--- src/rtl/uart_pkg.sv ---
// Shared definitions for the UART receive controller: FSM encoding, oversampling
// ratio, default baud divisors and the byte bit-reversal helper.
package uart_pkg;

    typedef logic [1:0] rx_state_t;

    localparam rx_state_t StIdle  = 2'd0;
    localparam rx_state_t StArmed = 2'd1;
    localparam rx_state_t StFrame = 2'd2;
    localparam rx_state_t StHold  = 2'd3;

    localparam int unsigned OVERSAMPLE = 16;

    // baud_div values (clk cycles per s_tick minus 1) for common clock/baud pairs
    localparam int unsigned DIV_50M_9600    = 50_000_000 / (9_600 * OVERSAMPLE) - 1;
    localparam int unsigned DIV_50M_115200  = 50_000_000 / (115_200 * OVERSAMPLE) - 1;
    localparam int unsigned DIV_100M_9600   = 100_000_000 / (9_600 * OVERSAMPLE) - 1;
    localparam int unsigned DIV_100M_115200 = 100_000_000 / (115_200 * OVERSAMPLE) - 1;

    function automatic logic [7:0] bit_rev8(input logic [7:0] b);
        logic [7:0] r;
        for (int i = 0; i < 8; i++) begin
            r[i] = b[7 - i];
        end
        return r;
    endfunction

endpackage

--- src/rtl/uart_byte_fifo.sv ---
// Byte FIFO with valid/ready pop; a write into a full FIFO is dropped unless a pop
// frees a slot in the same cycle.
module uart_byte_fifo
    import uart_pkg::*;
#(
    parameter int unsigned DEPTH = 4
) (
    input  logic                     clk,
    input  logic                     rst,
    input  logic                     wr_en,
    input  logic [7:0]               wr_data,
    output logic                     wr_drop,
    output logic [7:0]               rd_data,
    output logic                     rd_valid,
    input  logic                     rd_ready,
    output logic [$clog2(DEPTH):0]   count
);

    localparam int unsigned AW = $clog2(DEPTH);
    localparam int unsigned CW = AW + 1;

    logic [7:0]    mem_q [DEPTH];
    logic [7:0]    mem_d [DEPTH];
    logic [AW-1:0] wptr_q, wptr_d;
    logic [AW-1:0] rptr_q, rptr_d;
    logic [AW:0]   count_q, count_d;
    logic          full, push, pop;

    assign full     = (count_q == CW'(DEPTH));
    assign rd_valid = (count_q != '0);
    assign pop      = rd_ready && rd_valid;
    assign push     = wr_en && (!full || pop);
    assign wr_drop  = wr_en && full && !pop;
    assign rd_data  = mem_q[rptr_q];
    assign count    = count_q;

    always_comb begin
        mem_d   = mem_q;
        wptr_d  = wptr_q;
        rptr_d  = rptr_q;
        count_d = count_q;
        if (push) begin
            mem_d[wptr_q] = wr_data;
            wptr_d        = wptr_q + AW'(1);
        end
        if (pop) begin
            rptr_d = rptr_q + AW'(1);
        end
        case ({push, pop})
            2'b10:   count_d = count_q + CW'(1);
            2'b01:   count_d = count_q - CW'(1);
            default: count_d = count_q;
        endcase
    end

    always_ff @(posedge clk or posedge rst) begin
        if (rst) begin
            mem_q   <= '{default: '0};
            wptr_q  <= '0;
            rptr_q  <= '0;
            count_q <= '0;
        end else begin
            mem_q   <= mem_d;
            wptr_q  <= wptr_d;
            rptr_q  <= rptr_d;
            count_q <= count_d;
        end
    end

endmodule

--- src/rtl/uart_rx_ctrl.sv ---
// Sequencer around a 16x-oversampled UART receiver: baud tick, rx synchroniser,
// frame supervision with timeout, byte capture into an output FIFO, sticky errors.
module uart_rx_ctrl
    import uart_pkg::*;
#(
    parameter int unsigned DIV_W       = 16,
    parameter int unsigned FIFO_DEPTH  = 4,
    parameter int unsigned BIT_REVERSE = 1,
    parameter int unsigned FRAME_TICKS = 168
) (
    input  logic                          clk,
    input  logic                          rst,
    input  logic                          en,
    input  logic [DIV_W-1:0]              baud_div,
    input  logic                          rx_pin,
    output logic                          rx_sync,
    output logic                          s_tick,
    input  logic [7:0]                    rx_data,
    input  logic                          rx_done,
    output logic [7:0]                    m_data,
    output logic                          m_valid,
    input  logic                          m_ready,
    output logic [$clog2(FIFO_DEPTH):0]   fifo_count,
    output logic                          overrun,
    output logic                          frame_err,
    input  logic                          err_clr
);

    localparam int unsigned CNT_MAX = (FRAME_TICKS > OVERSAMPLE) ? FRAME_TICKS : OVERSAMPLE;
    localparam int unsigned CNT_W   = $clog2(CNT_MAX + 1);

    logic [DIV_W-1:0] div_q, div_d;
    logic [DIV_W-1:0] divcnt_q, divcnt_d;
    logic             tick_q, tick_d;
    logic             sync1_q, sync1_d;
    logic             sync2_q, sync2_d;
    logic [1:0]       vld_q, vld_d;
    logic             done_q, done_d;
    rx_state_t        state_q, state_d;
    logic [CNT_W-1:0] tcnt_q, tcnt_d;
    logic             seen_q, seen_d;
    logic             ovr_q, ovr_d;
    logic             ferr_q, ferr_d;

    logic             done_rise;
    logic             wr_en;
    logic             ferr_set;
    logic             fifo_drop;
    logic [7:0]       wr_byte;

    assign rx_sync   = sync2_q;
    assign s_tick    = tick_q;
    assign overrun   = ovr_q;
    assign frame_err = ferr_q;
    assign done_rise = rx_done && !done_q;
    assign wr_byte   = (BIT_REVERSE != 0) ? bit_rev8(rx_data) : rx_data;

    // Tick generator: divisor is only sampled while disabled.
    always_comb begin
        div_d    = div_q;
        divcnt_d = divcnt_q;
        tick_d   = 1'b0;
        if (!en) begin
            div_d    = baud_div;
            divcnt_d = baud_div;
        end else if (divcnt_q == '0) begin
            divcnt_d = div_q;
            tick_d   = 1'b1;
        end else begin
            divcnt_d = divcnt_q - DIV_W'(1);
        end
    end

    always_comb begin
        sync1_d = rx_pin;
        sync2_d = sync1_q;
        vld_d   = {vld_q[0], 1'b1};
        done_d  = rx_done;
    end

    // seen_q: line observed idle-high through a settled synchroniser before a start edge
    // is accepted, so reset presets and partial frames never look like a start bit.
    always_comb begin
        state_d  = state_q;
        tcnt_d   = tcnt_q;
        seen_d   = 1'b0;
        wr_en    = 1'b0;
        ferr_set = 1'b0;
        if (!en) begin
            state_d = StIdle;
            tcnt_d  = '0;
        end else begin
            case (state_q)
                StIdle: begin
                    state_d = StArmed;
                end
                StArmed: begin
                    seen_d = seen_q || (vld_q[1] && sync2_q);
                    if (seen_q && !sync2_q) begin
                        state_d = StFrame;
                        tcnt_d  = '0;
                        seen_d  = 1'b0;
                    end
                end
                StFrame: begin
                    if (done_rise) begin
                        wr_en   = 1'b1;
                        state_d = StHold;
                        tcnt_d  = '0;
                    end else if (tick_q) begin
                        if (tcnt_q == CNT_W'(FRAME_TICKS - 1)) begin
                            ferr_set = 1'b1;
                            state_d  = StHold;
                            tcnt_d   = '0;
                        end else begin
                            tcnt_d = tcnt_q + CNT_W'(1);
                        end
                    end
                end
                StHold: begin
                    if (sync2_q && !rx_done) begin
                        state_d = StArmed;
                        tcnt_d  = '0;
                    end else if (sync2_q) begin
                        if (tick_q) begin
                            if (tcnt_q == CNT_W'(OVERSAMPLE - 1)) begin
                                state_d = StArmed;
                                tcnt_d  = '0;
                            end else begin
                                tcnt_d = tcnt_q + CNT_W'(1);
                            end
                        end
                    end else begin
                        tcnt_d = '0;
                    end
                end
                default: begin
                    state_d = StIdle;
                    tcnt_d  = '0;
                end
            endcase
        end
    end

    // A new error event wins over a coincident clear.
    always_comb begin
        ovr_d  = fifo_drop || (ovr_q && !err_clr);
        ferr_d = ferr_set || (ferr_q && !err_clr);
    end

    always_ff @(posedge clk or posedge rst) begin
        if (rst) begin
            div_q    <= '0;
            divcnt_q <= '0;
            tick_q   <= 1'b0;
            sync1_q  <= 1'b1;
            sync2_q  <= 1'b1;
            vld_q    <= '0;
            done_q   <= 1'b0;
            state_q  <= StIdle;
            tcnt_q   <= '0;
            seen_q   <= 1'b0;
            ovr_q    <= 1'b0;
            ferr_q   <= 1'b0;
        end else begin
            div_q    <= div_d;
            divcnt_q <= divcnt_d;
            tick_q   <= tick_d;
            sync1_q  <= sync1_d;
            sync2_q  <= sync2_d;
            vld_q    <= vld_d;
            done_q   <= done_d;
            state_q  <= state_d;
            tcnt_q   <= tcnt_d;
            seen_q   <= seen_d;
            ovr_q    <= ovr_d;
            ferr_q   <= ferr_d;
        end
    end

    uart_byte_fifo #(
        .DEPTH (FIFO_DEPTH)
    ) u_fifo (
        .clk      (clk),
        .rst      (rst),
        .wr_en    (wr_en),
        .wr_data  (wr_byte),
        .wr_drop  (fifo_drop),
        .rd_data  (m_data),
        .rd_valid (m_valid),
        .rd_ready (m_ready),
        .count    (fifo_count)
    );

endmodule

--- config.mk ---
export PLATFORM = sky130hd
export DESIGN_NAME = uart_rx_ctrl
export DESIGN_NICKNAME = d
export VERILOG_FILES = /design/src/rtl/uart_pkg.sv /design/src/rtl/uart_byte_fifo.sv /design/src/rtl/uart_rx_ctrl.sv
export SDC_FILE = /design/constraint.sdc
export NUM_CORES = 1
export LEC_CHECK = 0
export CORE_MARGIN = 2
export CORE_UTILIZATION = 57
export DETAILED_ROUTE_END_ITERATION = 8
export GPL_ROUTABILITY_DRIVEN = 0
export PLACE_DENSITY_LB_ADDON = 0.2
export SLEW_MARGIN = 10
export SYNTH_ARGS = -nofsm -noshare
export SYNTH_HDL_FRONTEND = slang
export SYNTH_SLANG_ARGS = --single-unit
--- constraint.sdc ---
create_clock -name clk -period 3.8 [get_ports clk]
set_clock_uncertainty 0.15 [all_clocks]
set_input_delay 0.95 -clock clk [delete_from_list [all_inputs] [get_ports clk]]
set_output_delay 0.95 -clock clk [all_outputs]
set_load 0.03 [all_outputs]
Word-level counts from Yosys, hierarchy flattened
Cells that the tools add are included.
Cells by class
  $add $sub $neg: 6
  order comparisons: 3
  equal/unequal tests: 16
  muxes and demuxes: 42
  bitwise logic cells: 2
  reductions and logical operators: 27
Operators with widths (count)
  $mux 8: 12
  $bwmux 32: 1
  $mux 16: 2
  $pmux 8 s3: 1
  $ne 4x4->1 const B: 5
  $mux 2: 9
  $bmux 8 s2: 1
  $demux 8 s2: 1
  $logic_not 16->1: 1
  $sub 16x1->16 const B: 1
  $mux 1: 13
  $logic_and 1x1->1: 11
  $add 8x1->8 const B: 1
  $eq 8x4->1 const B: 1
  $eq 8x8->1 const B: 1
  $pmux 2 s4: 1
  $eq 2x2->1 const B: 3
  $ge 3x3->1 const B: 2
  $logic_not 1->1: 6
  $not 2->3: 2
  $pmux 3 s2: 1
  $reduce_and 6->1: 1
  $ne 5x5->1 const B: 1
  $add 2x1->2 const B: 2
  12 further kinds: 16
Word-level totals
  flip-flop bits (word level): 90
  word-level logic and storage cells: 115

Logic depth before layout (Yosys ltp)
Gate-level depths: netlist of the first run.
  word-level depth: 8
  depth in mapped cells: 11
  depth with buffers taken out: 11

Cells and area by module
From an unflattened synthesis of the first run, not the netlist that was laid out.
Unflattened totals
  cell total of the unflattened synthesis: 380
  area, all modules: 4455.5 sq um
By module, submodules not included
  uart_rx_ctrl: times used 1, cells an instance 264, area an instance 2646.3 sq um, seq. area each 1278.7 sq um
  uart_byte_fifo: times used 1, cells an instance 116, area an instance 1809.2 sq um, seq. area each 975.9 sq um

Worst setup path before layout of the first run
OpenSTA, ideal clock, no wires.
  path type: input-to-reg
  from: input port m_ready
  to: register u_fifo.count_q[2], in the netlist u_fifo.count[2]
  setup time: 0.080 ns
  data arrival time: 2.810 ns
  required time: 3.570 ns
  setup slack: 0.759 ns
  stages on the path: 9
  buffers on the path: 0
  path through: or4b_2 -> nor3b_2 -> inv_1 -> ha_1 -> inv_1 -> fa_1 -> xor2_1 -> nor2_1 -> xor2_1
On the way
  word-level cells in the longest chain between the ends: 5
  elaborated cells on any way between the ends: 7
RTL lines
  start: declaration: RTL line uart_rx_ctrl.sv:22  | input logic m_ready,
  $logic_and 1x1->1 *: RTL line uart_byte_fifo.sv:31  | assign pop = rd_ready && rd_valid;
  $logic_or 1x1->1: RTL line uart_byte_fifo.sv:32  | assign push = wr_en && (!full || pop);
  $logic_and 1x1->1: RTL line uart_byte_fifo.sv:32
  $eq 2x1->1 / $eq 2x2->1 (equally long branches): RTL line uart_byte_fifo.sv:49  | case ({push, pop})
  $pmux 3 s2 / $reduce_bool 2->1 (equally long branches)
  end signal: assignment: RTL line uart_byte_fifo.sv:66  | count_q <= count_d;
  end: declaration: RTL line uart_byte_fifo.sv:26  | logic [AW:0] count_q, count_d;
Every way passes the cells marked *; elsewhere a longest branch is shown, timed or not.
A chain may end at the register's enable or synchronous reset.

Worst setup path in the final report of the first run
  from: register u_fifo.rptr_q[0]
  to: output port m_data[0]
On the way
  word-level cells in the longest chain between the ends: 4
RTL lines
  start: declaration: RTL line uart_byte_fifo.sv:25  | logic [AW-1:0] rptr_q, rptr_d;
  start signal: assignment: RTL line uart_byte_fifo.sv:65  | rptr_q <= rptr_d;
  $not 2->3 (implied by the code): RTL line uart_byte_fifo.sv:34  | assign rd_data = mem_q[rptr_q];
  $bmux 8 s2: RTL line uart_byte_fifo.sv:34
  $mux 8 (implied by the code) (2 in a row): RTL line uart_byte_fifo.sv:34
  end: declaration: RTL line uart_rx_ctrl.sv:20  | output logic [7:0] m_data,
No other way between the ends. The select of a mux whose other input is x is not followed.

==> flow_summary.yaml, run 1 <==
min_path:
  hp-class: "register to register"
  worstHoldStart: "vld_q[0]"
  min_to: "vld_q[1]"
  holdPathStages: 0
synthesis:
  muxShareOfSynthArea: 0.142
  synth_top_cell_by_area: "dfrtp_1"
  syn_inst: 403
  synth-edff-count: 0
  synthXorXnorAreaFrac: 0.0174
  async_reset_ff_frac: 1.00
  synth_top_area_frac: 0.485
  ys_top_cells_by_area: "dfrtp_1, mux2_2, nand2_1"
  yosys_warnings: 0
  synth_compound_area_frac: 0.109
  synth_nets: 446
  synth-seq-cells: 90
  synth_area_mm2: 0.00454
  synth-adder-area-share: 0.0347
  ys_dominant_reg_cell: "dfrtp_1"
  post_synth_and_or_nand_nor_area_fraction: 0.160
  yosysSeqAreaShare: 0.497
  yosysUniqueCellTypes: 69
  syn_area_per_cell_um2: 11.3
  synth_top_family_by_area: "simple AND/OR/NAND/NOR gates"
routing:
  post_drt_wl_per_cell_um: 16.1
  antenna_left: 0
  initialDrtViolationCount: 165
  drt_first_pass_iters: 4
  via_count: 3241
  drcViolationCount: 0
  wirelength_um: 9010
  via_per_inst: 5.81
setup_path:
  rrSetupSlack_ps: 1110
  crit_fanout: 10
  arrival_ps: 2320
  r2r_end: "u_fifo.count[2]"
  regToRegStartpoint: "u_fifo.count[1]"
  crit_type: "register to primary output"
  critPathCaptureType: "primary output"
  rr_worst_depth: 9
  required_ps: 2700
  cp-start-kind: "register"
cts:
  htreeDepth: 3
  clkSlewWorstSetupHoldPaths_ps: 90
  cts_root_buf: "clkbuf_8"
  post_cts_buffers: 0
  ctsHoldBuffers: 0
  clk_latency_ps: 360
  cts_resized: 0
  cts.path.max_buffers: 2
  cts_tree: "done"
  numClockSinks: 90
  numCtsBuffers: 9
flow_run:
  maxCapViolations: 0
timing:
  slew_headroom: 0.445
  final.period_utilization: 0.899
  hold_ws_ps: 210
  worst_pin_slew_ps: 832
  setup_viol: 0
  rsz0062_at_grt: "false"
  layout_min_cycle_time_ps: 3420
  setup_tns_ps: 0
  max_freq_mhz: 293
  hold_viol: 0
  slew_violations: 0
finish:
  layout.nets: 494
  insertedDiodeCount: 0
  drive_gt1_frac: 0.184
  final_common_cell: "dfrtp_1"
  final_cell_mix: "dfrtp_1, nand2_1, clkdlybuf4s50_1"
  area_growth_syn_to_layout_pct: 15.9
pwr:
  leakage_nw: 2.37
  peakVddDrop_uv: 300
  powerDensity_mw_per_mm2: 551
  total_power_mw: 2.90
global_route:
  busiest_layer: "met2"
  gr-total-overflow: 0
  grt_use_met1: 0.304
  met3_usage: 0.0500
  grt_max_degree: 48
  grt_use_total: 0.229
  grt_pass1_wl_um: 15600
  grt_antenna_before_repair: 0
  grt_pass1_vias: 3273
  met2_usage: 0.376
die:
  die_h_um: 93.2
  die_w_um: 93.2
  die_area_mm2: 0.00869
  fp.coreArea_mm2: 0.00773
  row_count: 32
  ios: 47
  start_util: 0.587
placed_design:
  dpl.hpwl_um: 6120
  portBuffers: 46
run_status:
  status: "finished, final reports clean"
cell type report:
cell class                 count  area (µm²)
fill                         561        2470
clock inverter                 6        47.5
inverter                      22        83.8
tap                          102         128
clock buffer                  10         138
sequential                    90        2250
multi-input combinational    276        2100
timing repair buffer          52         505
cell families after synthesis:
group,after synthesis
DFF,90
adders and majority gates,12
muxes,50
AOI/OAI and AO/OA,69
buffers and inverters,37
and+or+nand+nor,135
other,1
xor gates and xnor gates,9
worst max-delay path by stage:
stage,from,slack [ps],cells past startpoint,to
detailed placement,m_ready,210,10,u_fifo.count[2]
floorplan,rst,370,1,div_q[0]
CTS,u_fifo.rptr_q[0],350,2,m_data[0]
global placement,m_ready,300,10,u_fifo.count[2]
global route,u_fifo.rptr_q[0],300,2,m_data[0]
finish,u_fifo.rptr_q[0],380,2,m_data[0]
synth_stat cells, types with 3 or more instances:
master    count
nand2b_1      5
nand2_2       4
mux2i_1       8
mux2_2       34
or4_1         4
nor2b_1       4
nor4_1        7
o221ai_1      5
buf_6         5
inv_1        21
o211ai_1      4
nand3_1       6
or4b_2        3
clkbuf_1      6
mux4_2        8
xnor2_1       4
nand2_1      51
nor3_1       11
o21ai_0      17
ha_1         11
dfrtp_1      88
a21oi_1       6
o31ai_1       7
or3_1         5
xor2_1        5
a21o_1        4
nor2_1       15
flip-flops by register name, indices dropped and copies added, names as in the netlist, 2 cells and up:
name,cells
u_fifo.mem_q,32
div_q,16
divcnt_q,16
tcnt_q,8
u_fifo.count,3
state_q,2
u_fifo.rptr_q,2
u_fifo.wptr_q,2
vld_q,2
report_power, final:
part / total (mW) / switching [mW] / internal [mW]
registers: 1.35 / 0.187 / 1.16
logic: 0.929 / 0.452 / 0.477
clock network: 0.619 / 0.358 / 0.262
metrics by stage:
stage	cell area (µm²)	setup WS, ps	instances	utilization
finish	5260	384	558	0.681
global placement	5070	302	542	0.657
global route	5260	296	558	0.681
floorplan	4540	368	403	-
CTS	5260	352	558	0.681
detailed placement	5070	211	542	0.657
critical path: stages (launching register included):
cell and delay (ps):
dfrtp_1 750, mux4_2 600, clkdlybuf4s50_1 610
routing by layer:
metal  routed length [µm]  share of wire
met5                    0              0
met4                  128          0.014
met3                  321          0.036
met2                 4400           0.49
met1                 4160           0.46
Power figures use the tool's default switching activity.
==> inputs of run 2 (changes only) <==
--- a/config.mk
+++ b/config.mk
@@ -5,6 +5,7 @@
 export SDC_FILE = /design/constraint.sdc
 export NUM_CORES = 1
 export LEC_CHECK = 0
+export ABC_AREA = 0
 export CORE_MARGIN = 2
 export CORE_UTILIZATION = 57
 export DETAILED_ROUTE_END_ITERATION = 8
==> constraint.sdc (replaced) <==
create_clock -name clk -period 3.5 [get_ports clk]
set_clock_uncertainty 0.15 [all_clocks]
set_input_delay 0.875 -clock clk [delete_from_list [all_inputs] [get_ports clk]]
set_output_delay 0.875 -clock clk [all_outputs]
set_load 0.03 [all_outputs]
==> flow_summary.yaml, run 2 (synthesized netlist as in run 1, its figures left out) <==
routing:
  post_drt_wl_per_cell_um: 15.7
  antenna_left: 0
  drcViolationCount: 0
  initialDrtViolationCount: 101
  via_count: 3271
  via_per_inst: 5.84
  drt_first_pass_iters: 4
  wirelength_um: 8790
pwr:
  pwr-share-comb: 0.323
  clkPwrFrac: 0.211
  pwr-share-seq: 0.467
  leakage_nw: 2.38
  p_switching_mw: 1.06
  powerDensity_mw_per_mm2: 591
  internal_power_mw: 2.07
  peakVddDrop_uv: 242
  switching_share: 0.339
die:
  die_area_mm2: 0.00869
  fp.coreArea_mm2: 0.00773
  row_count: 32
  start_util: 0.587
  die_w_um: 93.2
  die_h_um: 93.2
  ios: 47
cts:
  clkSlewWorstSetupHoldPaths_ps: 90
  cts.path.max_buffers: 2
  numClockSinks: 90
  htreeDepth: 3
  clk_latency_ps: 360
  cts_resized: 0
  ctsHoldBuffers: 0
  numCtsBuffers: 9
  cts_tree: "done"
  cts_root_buf: "clkbuf_8"
  post_cts_buffers: 0
run_status:
  status: "finished, final reports clean"
flow_run:
  maxCapViolations: 0
placed_design:
  portBuffers: 46
  dpl.hpwl_um: 6230
  dpl_cell_area_mm2: 0.00511
global_route:
  grt_use_total: 0.224
  grt_pass1_wl_um: 15300
  grt_pass1_vias: 3245
  grt_max_degree: 44
  grt_antenna_before_repair: 0
  gr-total-overflow: 0
finish:
  num-fill-cells: 584
  registers.top_by_ff_count: "u_fifo.mem_q"
  largest_register_ff_count: 32
  regArea_mm2: 0.00225
  final_common_cell: "dfrtp_1"
  layout.nets: 496
  multi_input_area_mm2: 0.00210
  drive_gt1_frac: 0.186
  insertedDiodeCount: 0
  fin_area_mm2: 0.00529
  area_growth_syn_to_layout_pct: 16.6
  final_cell_mix: "dfrtp_1, nand2_1, clkdlybuf4s50_1"
  reg_top3: "u_fifo.mem_q (32), div_q (16), divcnt_q (16)"
setup_path:
  worst-path-buf-inv: 1
  max_stage_delay_ps: 700
  path_depth: 2
  required_ps: 2470
  cp_top_family: "flip-flops"
  cp-start-kind: "register"
  crit_type: "register to primary output"
  critPathCaptureType: "primary output"
  arrival_ps: 2250
  crit_fanout: 9
  path_cells: "mux4_2 -> clkdlybuf4s50_1"
  rr_worst_depth: 9
  crit_slowest_cell: "dfrtp_1"
timing:
  setup_viol: 0
  final.period_utilization: 0.937
  slew_headroom: 0.481
  rsz0062_at_grt: "false"
  layout_min_cycle_time_ps: 3280
  worst_pin_slew_ps: 777
  max_freq_mhz: 305
  slew_violations: 0
  hold_viol: 0
  setup_tns_ps: 0
min_path:
  hp-class: "register to register"
  holdPathStages: 0
## run 2: changes by cell type in the layout (fill, tap and decap cells not counted)
cell	previous run	this run
buf_12	0	2
clkinv_4	2	0
clkbuf_1	0	1
clkinvlp_4	1	2
## run 2: power by group through the flow
stage | Clock, mW | Combinational [mW] | Sequential, mW
detailed placement | 0 | 1.02 | 1.48
finish | 0.659 | 1.01 | 1.46
floorplan | 0 | 0.756 | 1.41
CTS | 0.674 | 1.02 | 1.46
global route | 0.724 | 1.10 | 1.50
global placement | 0 | 0.981 | 1.46
## run 2: path summary, 6_finish.rpt
kind,slack (ps),endpoint,from
setup / recovery,220,m_data[4],u_fifo.rptr_q[0]
hold / removal,210,vld_q[1],vld_q[0]
setup reg to reg,880,u_fifo.count[2],u_fifo.count[1]
hold reg to reg,210,vld_q[1],vld_q[0]
max in group asynchronous,1810,divcnt_q[11],rst
min in group asynchronous,800,frame_err,rst
## run 2: worst register-to-register path, stage by stage, from the launching register on
cell	delay, ps
dfrtp_1	430
or4b_2	710
nor3b_2	190
inv_1	70
ha_1	170
inv_1	60
fa_1	370
xor2_1	150
nor2_1	110
xor2_1	150
## run 2: metal layers
metal	vias up	routed length, µm	track usage
li1	1567	-	-
met1	1629	4040	0.302
met2	65	4320	0.371
met3	10	299	0.0322
met4	0	129	0.0833
met5	-	0	0
## run 2: area by class of cell
type / instances / area share
repair buffers: 54 / 0.103
clock buffers: 11 / 0.0267
inverters: 22 / 0.0158
clock inverters: 5 / 0.00709
well taps: 102 / 0.0241
multi-input cells: 276 / 0.397
flip-flops and latches: 90 / 0.426
## run 2: per-stage QoR
step / std cells / power [mW] / hold WS, ps / setup slack [ps] / util
global route: 560 / 3.32 / 219 / 114 / 0.685
global placement: 544 / 2.44 / 184 / 153 / 0.662
finish: 560 / 3.13 / 205 / 221 / 0.685
floorplan: 403 / 2.17 / 181 / 143 / -
detailed placement: 544 / 2.50 / 188 / 56.7 / 0.662
CTS: 560 / 3.16 / 208 / 168 / 0.685
==> inputs of run 3 (changes only) <==
--- a/config.mk
+++ b/config.mk
@@ -11,6 +11,7 @@
 export DETAILED_ROUTE_END_ITERATION = 8
 export GPL_ROUTABILITY_DRIVEN = 0
 export PLACE_DENSITY_LB_ADDON = 0.2
+export SKIP_CTS_REPAIR_TIMING = 1
 export SLEW_MARGIN = 10
 export SYNTH_ARGS = -nofsm -noshare
 export SYNTH_HDL_FRONTEND = slang
==> results of run 3 <==
Final layout, timing and power as in run 2 (identical DEF).
